`src/rtl/twiddle_seq_gen.sv`:
```
// Streams the radix-2 FFT/IFFT twiddle sequence (stage by stage, butterfly by butterfly)
// from a quarter-wave cosine table, through a two-stage valid/ready pipeline.
module twiddle_seq_gen #(
  parameter int N_LOG2  = 5,
  parameter int DATA_W  = 16,
  parameter int FRAC_W  = 8,
  localparam int STAGE_W = (N_LOG2 <= 2) ? 1 : $clog2(N_LOG2),
  localparam int IDX_W   = N_LOG2 - 1
) (
  input  logic               clk,
  input  logic               rst,
  input  logic               start,
  input  logic               inv,
  output logic               busy,
  output logic               done,
  output logic               tw_valid,
  input  logic               tw_ready,
  output logic [DATA_W-1:0]  tw_re,
  output logic [DATA_W-1:0]  tw_im,
  output logic [STAGE_W-1:0] tw_stage,
  output logic [IDX_W-1:0]   tw_idx,
  output logic               tw_last
);

  localparam int  N       = 1 << N_LOG2;
  localparam int  QUARTER = 1 << (N_LOG2 - 2);
  localparam real PI      = 3.14159265358979323846;

  typedef enum logic [1:0] {IDLE, RUN, DRAIN} state_t;

  state_t state_q, state_d;

  logic [STAGE_W-1:0] s_q;
  logic [IDX_W-1:0]   j_q;
  logic               inv_q;
  logic               en, issue, last_issue, accept;

  logic [IDX_W-1:0]   mask, k, cos_addr, sin_addr;
  logic [STAGE_W-1:0] sh;
  logic               neg;

  logic               s1_valid, s1_last, s1_neg;
  logic [STAGE_W-1:0] s1_stage;
  logic [IDX_W-1:0]   s1_idx;
  logic [DATA_W-1:0]  cos_q, sin_q;

  // Quarter-wave table, fully determined by the parameters at elaboration.
  logic [DATA_W-1:0] rom [0:QUARTER];
  for (genvar g = 0; g <= QUARTER; g++) begin : g_rom
    assign rom[g] = DATA_W'($rtoi($floor((2.0 ** FRAC_W) *
                                          $cos(2.0 * PI * real'(g) / real'(N)))));
  end

  assign en         = !tw_valid || tw_ready;
  assign accept     = tw_valid && tw_ready;
  assign busy       = (state_q != IDLE);
  assign last_issue = (s_q == STAGE_W'(N_LOG2 - 1)) && (j_q == '1);

  // Exponent k = (j mod 2^s) << (N_LOG2-1-s), then fold onto the quarter wave.
  always_comb begin
    mask     = IDX_W'((1 << s_q) - 1);
    sh       = STAGE_W'(N_LOG2 - 1) - s_q;
    k        = (j_q & mask) << sh;
    neg      = 1'b0;
    cos_addr = k;
    sin_addr = IDX_W'(QUARTER) - k;
    if (k > IDX_W'(QUARTER)) begin
      neg      = 1'b1;
      cos_addr = -k;  // N/2 - k: N/2 wraps to zero in IDX_W bits
      sin_addr = k - IDX_W'(QUARTER);
    end
  end

  always_comb begin
    state_d = state_q;
    issue   = 1'b0;
    unique case (state_q)
      IDLE:  if (start) state_d = RUN;
      RUN: begin
        if (en) begin
          issue = 1'b1;
          if (last_issue) state_d = DRAIN;
        end
      end
      DRAIN: if (accept && tw_last) state_d = IDLE;
      default: state_d = IDLE;
    endcase
  end

  // NOTE: rst is synchronous, so it is tested inside the clocked branch and is not
  // in the sensitivity list; all state uses non-blocking assignments.
  always_ff @(posedge clk) begin
    if (rst) state_q <= IDLE;
    else     state_q <= state_d;
  end

  always_ff @(posedge clk) begin
    if (rst) begin
      s_q   <= '0;
      j_q   <= '0;
      inv_q <= 1'b0;
    end else if (state_q == IDLE && start) begin
      s_q   <= '0;
      j_q   <= '0;
      inv_q <= inv;
    end else if (issue) begin
      j_q <= j_q + 1'b1;
      if (j_q == '1) s_q <= s_q + 1'b1;
    end
  end

  always_ff @(posedge clk) begin
    if (rst) begin
      s1_valid <= 1'b0;
      s1_last  <= 1'b0;
      s1_neg   <= 1'b0;
      s1_stage <= '0;
      s1_idx   <= '0;
      cos_q    <= '0;
      sin_q    <= '0;
      tw_valid <= 1'b0;
      tw_last  <= 1'b0;
      tw_stage <= '0;
      tw_idx   <= '0;
      tw_re    <= '0;
      tw_im    <= '0;
    end else if (en) begin
      s1_valid <= issue;
      s1_last  <= last_issue;
      s1_neg   <= neg;
      s1_stage <= s_q;
      s1_idx   <= j_q;
      cos_q    <= rom[cos_addr];
      sin_q    <= rom[sin_addr];
      tw_valid <= s1_valid;
      tw_last  <= s1_last;
      tw_stage <= s1_stage;
      tw_idx   <= s1_idx;
      tw_re    <= s1_neg ? -cos_q : cos_q;
      tw_im    <= inv_q ? sin_q : -sin_q;
    end
  end

  always_ff @(posedge clk) begin
    if (rst) done <= 1'b0;
    else     done <= accept && tw_last;
  end

endmodule

```
`config.mk`:
```
export PLATFORM = sky130hd
export DESIGN_NAME = twiddle_seq_gen
export DESIGN_NICKNAME = d
export VERILOG_FILES = /design/src/rtl/twiddle_seq_gen.sv
export SDC_FILE = /design/constraint.sdc
export NUM_CORES = 1
export LEC_CHECK = 0
export ABC_AREA = 1
export CORE_ASPECT_RATIO = 1.4
export CORE_MARGIN = 4
export CORE_UTILIZATION = 30
export CTS_CLUSTER_DIAMETER = 30
export CTS_CLUSTER_SIZE = 14
export DETAILED_ROUTE_END_ITERATION = 12
export PLACE_DENSITY = 0.46
export SYNTH_ARGS = -nofsm -noshare
export SYNTH_HDL_FRONTEND = slang
export SYNTH_SLANG_ARGS = --single-unit
```
`constraint.sdc`:
```
create_clock -name clk -period 6.8 [get_ports clk]
set_clock_uncertainty 0.05 [all_clocks]
set_input_delay 1.7 -clock clk [delete_from_list [all_inputs] [get_ports clk]]
set_output_delay 1.7 -clock clk [all_outputs]
set_load 0.05 [all_outputs]
```
== After elaboration in Yosys (flattened, before gate mapping) ==
Memory sizes are Yosys's and may differ from the RTL's. A register that Yosys moved wholly into a read port is not among the register bits.
Index checks and enable logic that the tools add are counted.

* Latch bits: 0
* Word-level logic and storage cells: 64
* Bits of input ports: 5
* ROM bits: 512
* Memories: 2
* Memory bits (writable): 0
* Bits in registers: 62

{| class="wikitable"
|+ Memory list
! name !! depth !! bits a word !! read ports !! clocked after memory_dff !! wr ports !! line !! source
|-
| (no name shown) || 16 || 16 || 1 || 1 || 0 || 134 || <nowiki>sin_q <= rom[sin_addr];</nowiki>
|-
| (no name shown) || 16 || 16 || 1 || 1 || 0 || 133 || <nowiki>cos_q <= rom[cos_addr];</nowiki>
|}

* Add/subtract/negate cells: 9
* Eq/ne operators: 8
* Order comparisons: 1
* Divide/modulo/power cells: 0
* Muxes and demuxes: 12
* Reduce and logical (&&, ||, !) cells: 11
* Shift operators: 2
* Multiply operators: 0
* Bitwise logic cells: 3

{| class="wikitable"
|+ Operator list
! kind !! count
|-
| 16-bit two-way mux || 2
|-
| 16-bit negator || 2
|-
| 4-bit inverter with 5-bit output || 2
|-
| 2-bit two-way mux || 4
|-
| 4-bit two-way mux || 2
|-
| 2-bit != test, second input constant || 4
|-
| 2-bit case mux with 3 select lines || 1
|-
| 4-bit by 1-bit adder with 4-bit output, second input constant || 1
|-
| 4-bit AND || 1
|-
| 4-bit == test, second input constant || 1
|-
| 4-bit > comparator, second input constant || 1
|-
| 1-bit logical AND || 4
|-
| 4-bit negator || 1
|-
| 4-bit AND reduction || 1
|-
| 1-bit by 3-bit left shift with 4-bit output, first input constant || 1
|-
| 4-bit by 3-bit left shift with 4-bit output || 1
|-
| 4-bit by 2-bit subtractor with 4-bit output, second input constant || 1
|-
| 4-bit subtractor, first input constant || 1
|-
| 4-bit subtractor, second input constant || 1
|-
| 3-bit by 1-bit adder with 3-bit output, second input constant || 1
|-
| 3-bit == test, second input constant || 1
|-
| 1-bit two-way mux || 3
|-
| 3-bit subtractor, first input constant || 1
|-
| 2-bit by 1-bit == test with 1-bit output, second input constant || 1
|-
| 7 further kinds || 7
|}

== Longest topological paths before layout ==
Gate-level depths: netlist of the first run.

* Word-level depth: 7
* Depth in mapped cells: 21
* Depth with buffers taken out: 20

== Worst setup path before layout of the first run ==
Ideal clock, no wire load.

* Path kind: register to register
* Start: register s_q[0]
* End: register cos_q[3]
* Cell stages (with the launch flop): 20
* Path slack: 3.665 ns
* Clock period less this slack: 3.135 ns
* Required time: 6.618 ns
* Arrival: 2.952 ns
* Cells stage by stage: dfxtp_1 > inv_2 > ha_1 > ha_1 > inv_2 > ha_1 > inv_1 > nand2_1 > o21ai_0 > nand3_1 > ha_1 > nand2_8 > nand3_4 > buf_6 > nand2_1 > o21ai_2 > ha_1 > nand2_1 > o211ai_1 > a21oi_1

* Cells in the longest elaborated chain, start to end: 7
* Elaborated cells on any way between the ends: 9
* Classes of those cells: add/sub: 3; order compare: 1; shift: 2; mux: 1; bitwise: 2

{| class="wikitable"
|+ Ends and longest elaborated chain
! item !! line !! source
|-
| from (decl) || 33 || <nowiki>logic [STAGE_W-1:0] s_q;</nowiki>
|-
| from (signal assigned) || 108 || <nowiki>if (j_q == '1) s_q <= s_q + 1'b1;</nowiki>
|-
| 1-bit by 3-bit left shift with 4-bit output || 61 || <nowiki>mask = IDX_W'((1 << s_q) - 1);</nowiki>
|-
| 4-bit by 2-bit subtractor with 4-bit output || 61 ||
|-
| 4-bit AND || 63 || <nowiki>k = (j_q & mask) << sh;</nowiki>
|-
| 4-bit by 3-bit left shift with 4-bit output * || 63 ||
|-
| 4-bit negator / 4-bit > comparator (equally long branches) || 69, 67 ||
|-
| 4-bit two-way mux * || 67 || <nowiki>if (k > IDX_W'(QUARTER)) begin</nowiki>
|-
| 4-bit inverter with 5-bit output (not written as such) * || 133 ||
|-
| to (decl) || 45 || <nowiki>logic [DATA_W-1:0] cos_q, sin_q;</nowiki>
|}

Mark *: on every way between the ends. The rest lies on a longest branch, timed or not.
A chain may end at the register's enable or synchronous reset.

== Final worst setup path of the first run ==
* Start: input tw_ready
* End: register s_q[0]

* Cells in the longest elaborated chain, start to end: 4

{| class="wikitable"
|+ Ends and longest elaborated chain
! item !! line !! source
|-
| from (decl) || 17 || <nowiki>input logic tw_ready,</nowiki>
|-
| 1-bit logical OR || 54 || <nowiki>assign en = !tw_valid || tw_ready;</nowiki>
|-
| 1-bit two-way mux || 80 || <nowiki>if (en) begin</nowiki>
|-
| 1-bit two-way mux || 77 || <nowiki>unique case (state_q)</nowiki>
|-
| 2-bit AND reduction (no source line) || -- ||
|}

No other way between the ends.

==> metrics, run 1 <==
share of cells above drive strength 1 0.07857; CP Launch Type input pin; maximum capacitance violations 0; final worst-path cycle share 0.5352; Final nets 577; Achievable Freq 274.8 MHz; first-pass detailed-route iteration total 4; Final Util 0.3820; Die Span X 102.9 µm; Post-CTS Setup Repair Bufs 0; row cnt 48; initial antenna violation count 0; total routed wirelength between 8000 and 9000 µm; DP Wirelength 6581 µm; Post-Route Setup TNS 0 ns; Syn Area/Cell 7.380 µm²; critical path data arrival time 3.80 ns; most frequent cells in the layout nand2_1 (120), dfxtp_1 (80), a21oi_1 (60), inv_1 (54), clkdlybuf4s50_1 (47); clk sink count 80; pwr dens between 200 and 250 nW/µm²; crit-path most repeated cell nand2_1; dpl ws ~2.8 ns; n_diodes 0; full die area 14510 µm²; CTS tree built; Yosys cell types 32; num ports 48; pin count of the biggest net entering global routing 48; Starting Density 0.3060; CP required 6.96 ns; Root Buffer clkbuf_16; Syn Inst Count 513; delay of the slowest critical-path stage 0.53 ns; HP Class reg -> reg; Synth Net Count 535; CTS buffer count 9; post-cts sizing count 0; Chip Height 140.9 µm; via count about 3300; final hold slack 0.4165 ns; final hold violation count 0; clock latency on the worst-skew pair 0.33 ns; clock buffer depth 2; RSZ-0062 raised after global routing no; Reg clk slew, reported paths 0.06 ns; worst relative slew slack 0.2314; GP Congestion around 0.83; crit path cell chain clkdlybuf4s50_1 > nor2_4 > buf_4 > inv_2 > nand2_1 > nor3_1 > nand2_1 > o21ai_0 > a21oi_1; DR iter-0 viols 88; fin crit period 3.639 ns; CP delay by family, top buffers and inverters; LEAKAGE 0.002032 µW; Tot GR Track Use 0.1318; Worst Setup Slack, final roughly 3.2 ns; crit end category flip-flop; Post-CTS Hold Fix Bufs 0; ranking of synthesized cells by area dfxtp_1 (42%), nand2_1 (12%), a21oi_1 (7.9%), ha_1 (5.6%), inv_1 (5.4%); wire length per cell 12.67 µm; Setup CP Type in -> reg; H-Tree Depth 3; area delta synth->final 24.82%; CP bufs+invs 3; vias in the first global route about 3200; maximum vdd drop 0.09998 mV; floorplan core area 12370 µm²; post-route ant nets 0; fin. max-slew vios 0; # DRC 0; Seq/Total Area, Yosys 0.4230; Buffers on Ports 47; final setup fails 0; post-DR vias/cell 4.675; Synth warnings 0; multi-input combinational cell area 1888 µm²; Yosys top cell area share 0.4230; post-synthesis sequential element count 80; Worst-Margin Slew 1.138 ns; CP max FO 46; Storage cell area 1602 µm²; Synth area leader dfxtp_1; commonest non-fill, non-tap cell in the layout nand2_1; slowest stage cell on the critical path clkdlybuf4s50_1; grt ovf 0; cell area after synthesis 3786 µm²; first-pass GRT wire length 15280 µm; fillers 1330; status complete, no violations
registers in the layout, summed over array words and instances (netlist names), 2 cells and up:
| signal | cells |
|---|---|
| s1_stage | 3 |
| tw_im | 16 |
| sin_q | 9 |
| cos_q | 9 |
| state_q | 2 |
| tw_stage | 3 |
| tw_idx | 4 |
| tw_re | 16 |
| s1_idx | 4 |
| s_q | 3 |
| j_q | 4 |
cell type report:
type,count,area share
Timing Repair Buffer,50,0.1043
Tap cell,150,0.03971
Inverter,59,0.04686
Multi-Input combinational cell,355,0.3995
Sequential cell,80,0.3389
Clock buffer,14,0.05798
Clock inverter,2,0.01271
worst register-to-register path, cell delays in order (launching register included):
cell     delay [ns]
dfxtp_1        0.45
inv_2          0.15
ha_1           0.25
ha_1           0.19
inv_2          0.09
ha_1           0.24
inv_1          0.07
nand2_1        0.06
o21ai_0        0.24
nand3_1        0.27
ha_1           0.36
nand2_8        0.13
nand3_4        0.16
nand2_2        0.11
nand2_2        0.08
ha_1           0.30
nand2_1        0.10
nand4_1        0.11
a21oi_1        0.14
synthesized netlist by cell type, drive strengths merged:
| library cell | count |
|---|---|
| nand2 | 129 |
| dfxtp | 80 |
| a21oi | 64 |
| inv | 59 |
| o21ai | 42 |
| nor2 | 37 |
| nand3 | 22 |
| clkbuf | 17 |
| ha | 17 |
| nand4 | 11 |
| nor3 | 9 |
| o221ai | 8 |
| xor2 | 5 |
| or2 | 4 |
| a31oi | 2 |
| buf | 2 |
| o311ai | 2 |
| and3b | 1 |
| o211ai | 1 |
| xnor2 | 1 |
per-layer routing:
metal / GRT usage / up-vias / wire, µm
met5: 0 / - / 0
met4: 0.05321 / 0 / 163
met3: 0.02426 / 12 / 277
met2: 0.2225 / 32 / 4535
met1: 0.1623 / 1502 / 4017
li1: - / 1773 / -
per-stage QoR:
step / power [µW] / instances / cell area, µm²
after detailed placement: 554.9 / 694 / 4392
after global routing: 1121 / 710 / 4726
after global placement: 554.5 / 694 / 4392
after CTS: 1097 / 710 / 4726
final: 1078 / 710 / 4726
after floorplan: 533.4 / 513 / 3786
logic make-up (layout without fill, tap and decap cells):
kind of cell / Yosys count / count (layout) / share of synthesized area
DFF: 80 / 80 / 0.4230
and+or+nand+nor: 213 / 213 / 0.2488
buffers and inverters: 78 / 125 / 0.07964
AOI/OAI and AO/OA: 119 / 119 / 0.1785
xor gates and xnor gates: 6 / 6 / 0.01388
adders and majority gates: 17 / 17 / 0.05618
final timing paths:
kind | depth (start not counted) | start | slack [ns] | end
worst max-delay path | 9 | tw_ready | 3.16 | s_q[0]
worst min-delay path | 2 | s1_last | 0.42 | tw_last
worst max register to register | 18 | s_q[0] | 3.17 | sin_q[5]
worst min register to register | 2 | s1_last | 0.42 | tw_last
power breakdown:
part           leakage, µW  internal (µW)  switching, µW  total, µW
sequential        0.000647            477           5.58        482
combinational      0.00122           18.0           43.3       61.3
clock             0.000163            352            182        534
(Power assumes the default switching activity.)
==> inputs of run 2 (changes only) <==
Clock period 6.8 ns to 3.5 ns, I/O delays scaled along.
==> metrics, run 2 (synthesized netlist as in run 1, its figures left out) <==
status complete, no violations; wire length per cell ~12 µm; CP bufs+invs 5; post-cts sizing count 0; Post-Route Setup TNS 0 ns; grt ovf 0; final worst-path cycle share 0.8871; commonest non-fill, non-tap cell in the layout nand2_1; CP max FO 8; final hold violation count 0; pwr dens 411.0 nW/µm²; crit end category flip-flop; GP Congestion 0.8744; crit-path most repeated cell ha_1; area delta synth->final 24.55%; clock buffer depth 2; worst relative slew slack 0.4363; fin crit period 3.105 ns; clk sink count 80; critical path data arrival time 3.31 ns; RSZ-0062 raised after global routing no; Worst R2R Path Depth 18; CP required 3.71 ns; most frequent cells in the layout nand2_1 (120), dfxtp_1 (79), a21oi_1 (60), inv_1 (54), clkdlybuf4s50_1 (47); Chip Height 140.9 µm; DR iter-0 viols 114; delay of the slowest critical-path stage 0.40 ns; LEAKAGE 0.002037 µW; H-Tree Depth 3; CP delay by family, top adder cells; Achievable Freq 322.1 MHz; first-pass GRT wire length 14750 µm; first-pass detailed-route iteration total 4; clock latency on the worst-skew pair 0.33 ns; R2R setup slack 0.40 ns; Starting Density 0.3060; met3 wire length 270 µm; worst hold path depth 2; num ports 48; vias in the first global route approximately 3100; floorplan core area ~12000 µm²; DRT met1 WL 3868 µm; met2 WL 4587 µm; share of cells above drive strength 1 0.09027; via count around 3300; crit path cell chain inv_2 > ha_1 > ha_1 > inv_2 > ha_1 > inv_1 > nand2_1 > o21ai_1 > nand3_1 > buf_4 > ha_1 > inv_1 > nand2_2 > nand2_2 > ha_1 > nand2_1 > nand4_1 > a21oi_1; CTS tree built; Buffers on Ports 47; Crit path depth 18; n_diodes 0; slowest stage cell on the critical path dfxtp_2; full die area 14510 µm²; CP Launch Type flip-flop; # DRC 0; Tot GR Track Use 0.1273; highest metal used met4; maximum vdd drop around 0.19 mV; maximum capacitance violations 0; Reg2Reg Capture Point sin_q[5]; post-route ant nets 0; largest registers tw_im x16, tw_re x16; Reg clk slew, reported paths 0.06 ns; fin. max-slew vios 0; Root Buffer clkbuf_16; final setup fails 0; Worst-Margin Slew 0.8349 ns; pin count of the biggest net entering global routing 48; total routed wirelength 8885 µm; Post-CTS Hold Fix Bufs 0; Critical Path Start s_q[0]; Die Span X 102.9 µm; Setup crit end sin_q[5]; HP Class reg -> reg; post-DR vias/cell 4.674; initial antenna violation count 0; DP Wirelength around 6600 µm; Post-CTS Setup Repair Bufs 0; CTS buffer count 9; post-route cell area between 4000 and 5000 µm²; Setup CP Type reg -> reg; Placed Area 4429 µm²; row cnt 48; Worst R2R Start s_q[0]; Final nets 582
==> run 2: changes by cell type in the layout (fill, tap and decap cells not counted), sizes merged <==
cell    delta
buf        +5
clkinv     +3
bufinv     -2
clkbuf     -1
==> run 2: layout make-up <==
class / count / area, µm²
clock inverters: 3 / 15.01
inverters: 59 / 221.5
fillers: 1348 / 7656
flip-flops and latches: 80 / 1603
well taps: 150 / 187.7
multi-input cells: 355 / 1888
clock buffers: 13 / 270.3
repair buffers: 55 / 530.5
==> run 2: worst reg2reg max path: cells and delay by family, from the launching register on <==
family / cells / cell delay [ns]
adder cells (fa/ha/maj): 5 / 1.30
flip-flops: 1 / 0.40
AND/OR/NAND/NOR: 6 / 0.51
buffers and inverters: 5 / 0.51
AO/OA/AOI/OAI: 2 / 0.29
==> run 2: worst min-delay path by stage <==
stage	from	to	slack (ns)
2_1_floorplan	s1_valid	tw_valid	0.39
3_3_place_gp	s1_valid	tw_valid	0.40
3_5_place_dp	s1_valid	tw_valid	0.41
4_1_cts	tw_re[13]	tw_re[13]	0.42
5_1_grt	s1_last	tw_last	0.44
6_report	tw_re[13]	tw_re[13]	0.42
==> run 2: power by group <==
| group | internal (µW) | leakage (µW) | switching [µW] | total (µW) |
|---|---|---|---|---|
| logic | 36.0 | 0.00124 | 84.5 | 120 |
| registers | 926 | 0.000648 | 10.4 | 937 |
| clock network | 535 | 0.000145 | 346 | 881 |
| total | 1500 | 0.00204 | 441 | 1940 |
==> run 2: metal layers <==
metal	up-vias	track usage
li1	1778	-
met1	1514	0.1494
met2	39	0.2215
met3	11	0.02822
met4	0	0.04775
met5	-	0
==> run 2: metrics by stage <==
step                      instances  setup slack, ns  utilization  hold WS [ns]  total power [µW]
after CTS                       715           0.2212       0.3811        0.4187              1970
after global routing            715          0.08143       0.3812        0.4392              2018
after floorplan                 513           0.3655            -        0.3907              1036
after global placement          699           0.3373       0.3580        0.3999              1079
after detailed placement        699           0.2591       0.3580        0.4085              1079
final                           715           0.3951       0.3812        0.4159              1938
==> inputs of run 3 (changes only) <==
Settings changed: MAX_ROUTING_LAYER set to met4.
==> metrics, run 3 (synthesized netlist as in run 1, its figures left out) <==
Buffers on Ports 47; maximum capacitance violations 0; num ports 48; GP Congestion just under 0.9; H-Tree Depth 3; Die Span X slightly above 100 µm; Root Buffer clkbuf_16; wire length per cell 12.42 µm; CTS tree built; Final nets 582; grt ovf 0; Pint between 1000 and 1500 µW; crit end category flip-flop; Worst R2R Path Depth 18; post-route cell area between 4000 and 5000 µm²; Worst-Margin Slew 0.7910 ns; clk sink count 80; worst hold path depth 2; NetSw 440.8 µW; Sw Ratio 0.2275; area delta synth->final 24.55%; first-pass GRT wire length roughly 15000 µm; Post-Route Setup TNS 0 ns; Worst R2R Start s_q[0]; final worst-path cycle share 0.8888; Hold Startpoint tw_re[13]; Gate power share 0.062; Placed Area about 4400 µm²; fillers 1348; Reg2Reg Capture Point sin_q[5]; share of cells above drive strength 1 0.09027; floorplan core area 12370 µm²; fin cells slightly above 700; # DRC 0; most frequent cells in the layout nand2_1 (120), dfxtp_1 (79), a21oi_1 (60), inv_1 (54), clkdlybuf4s50_1 (47); Seq pwr share 0.483; total routed wirelength 8880 µm; clock buffer depth 2; n_diodes 0; clock latency on the worst-skew pair between 0.3 and 0.4 ns; vias in the first global route between 3000 and 4000; post-DR vias/cell between 4 and 5; largest registers tw_im x16, tw_re x16; via count 3344; CTS buffer count 9; Clock power frac 0.454; final setup fails 0; Starting Density 0.3060; CP Launch Type flip-flop; post-placement cell count 699; Chip Height 140.9 µm; HP Class reg -> reg; post-route ant nets 0; critical path data arrival time 3.32 ns; R2R setup slack 0.39 ns; maximum vdd drop 0.1863 mV; commonest non-fill, non-tap cell in the layout nand2_1; Setup CP Type reg -> reg; Reg clk slew, reported paths 0.06 ns; Post-CTS Setup Repair Bufs 0; DR iter-0 viols 111; CP max FO 8; initial antenna violation count 0; fin. max-slew vios 0; first-pass detailed-route iteration total 4; RSZ-0062 raised after global routing no; DP Wirelength 6619 µm; worst relative slew slack 0.4660; CP required 3.71 ns; pin count of the biggest net entering global routing 48; Achievable Freq 321.5 MHz; row cnt 48; fin crit period 3.111 ns; Tot GR Track Use 0.1308; LEAKAGE slightly above 0.002 µW; full die area 14510 µm²; status complete, no violations; pwr dens 411.0 nW/µm²; WHS Endpoint tw_re[13]; final hold violation count 0
[run 3: critical path, stage by stage (launching register included)]
cell	delay [ns]
dfxtp_2	0.40
inv_2	0.11
ha_1	0.23
ha_1	0.19
inv_2	0.09
ha_1	0.24
inv_1	0.05
nand2_1	0.06
o21ai_1	0.16
nand3_1	0.12
buf_4	0.17
ha_1	0.33
inv_1	0.09
nand2_2	0.07
nand2_2	0.08
ha_1	0.31
nand2_1	0.10
nand4_1	0.08
a21oi_1	0.13
[run 3: routing by layer]
layer	GRT usage	up-vias	wire (µm)
met5	-	-	0
met4	0.04775	0	148
met3	0.02673	12	226
met2	0.2215	33	4596
met1	0.1504	1522	3909
li1	-	1777	-
[run 3: worst max-delay path by stage]
stage	end	depth (start not counted)	startpoint	slack, ns
6_report	sin_q[5]	18	s_q[0]	0.39
5_1_grt	sin_q[5]	18	s_q[0]	0.08
4_1_cts	sin_q[5]	18	s_q[0]	0.22
3_5_place_dp	sin_q[5]	18	s_q[0]	0.26
3_3_place_gp	cos_q[3]	18	s_q[0]	0.34
2_1_floorplan	cos_q[3]	19	s_q[0]	0.37
[run 3: power by group through the flow]
stage / logic (µW) / registers (µW) / clock network (µW)
2_1_floorplan: 53.1 / 983 / 0
3_3_place_gp: 122 / 957 / 0
3_5_place_dp: 122 / 957 / 0
4_1_cts: 123 / 937 / 911
5_1_grt: 132 / 938 / 948
6_report: 121 / 937 / 881
[run 3: repair_timing]
item,in CTS,in global routing
gates resized for setup,0,2
endpoints found under the setup margin,0,8
hold buffers,0,0
[run 3: layout make-up]
| type | count | area [µm²] | area share |
|---|---|---|---|
| multi-input combinational | 355 | 1888 | 0.4004 |
| tap | 150 | 187.7 | 0.03980 |
| clock buffer | 13 | 270.3 | 0.05731 |
| clock inverter | 3 | 15.01 | 0.003184 |
| sequential | 80 | 1603 | 0.3399 |
| timing repair buffer | 55 | 530.5 | 0.1125 |
| inverter | 59 | 221.5 | 0.04696 |
[run 3: metrics by stage]
step           total power, µW    util  hold WS (ns)  worst slack, ns
3_5_place_dp              1079  0.3580        0.4085           0.2591
6_report                  1938  0.3812        0.4159           0.3892
3_3_place_gp              1079  0.3580        0.3999           0.3373
4_1_cts                   1970  0.3811        0.4187           0.2212
2_1_floorplan             1036       -        0.3907           0.3655
5_1_grt                   2018  0.3812        0.4392          0.08143
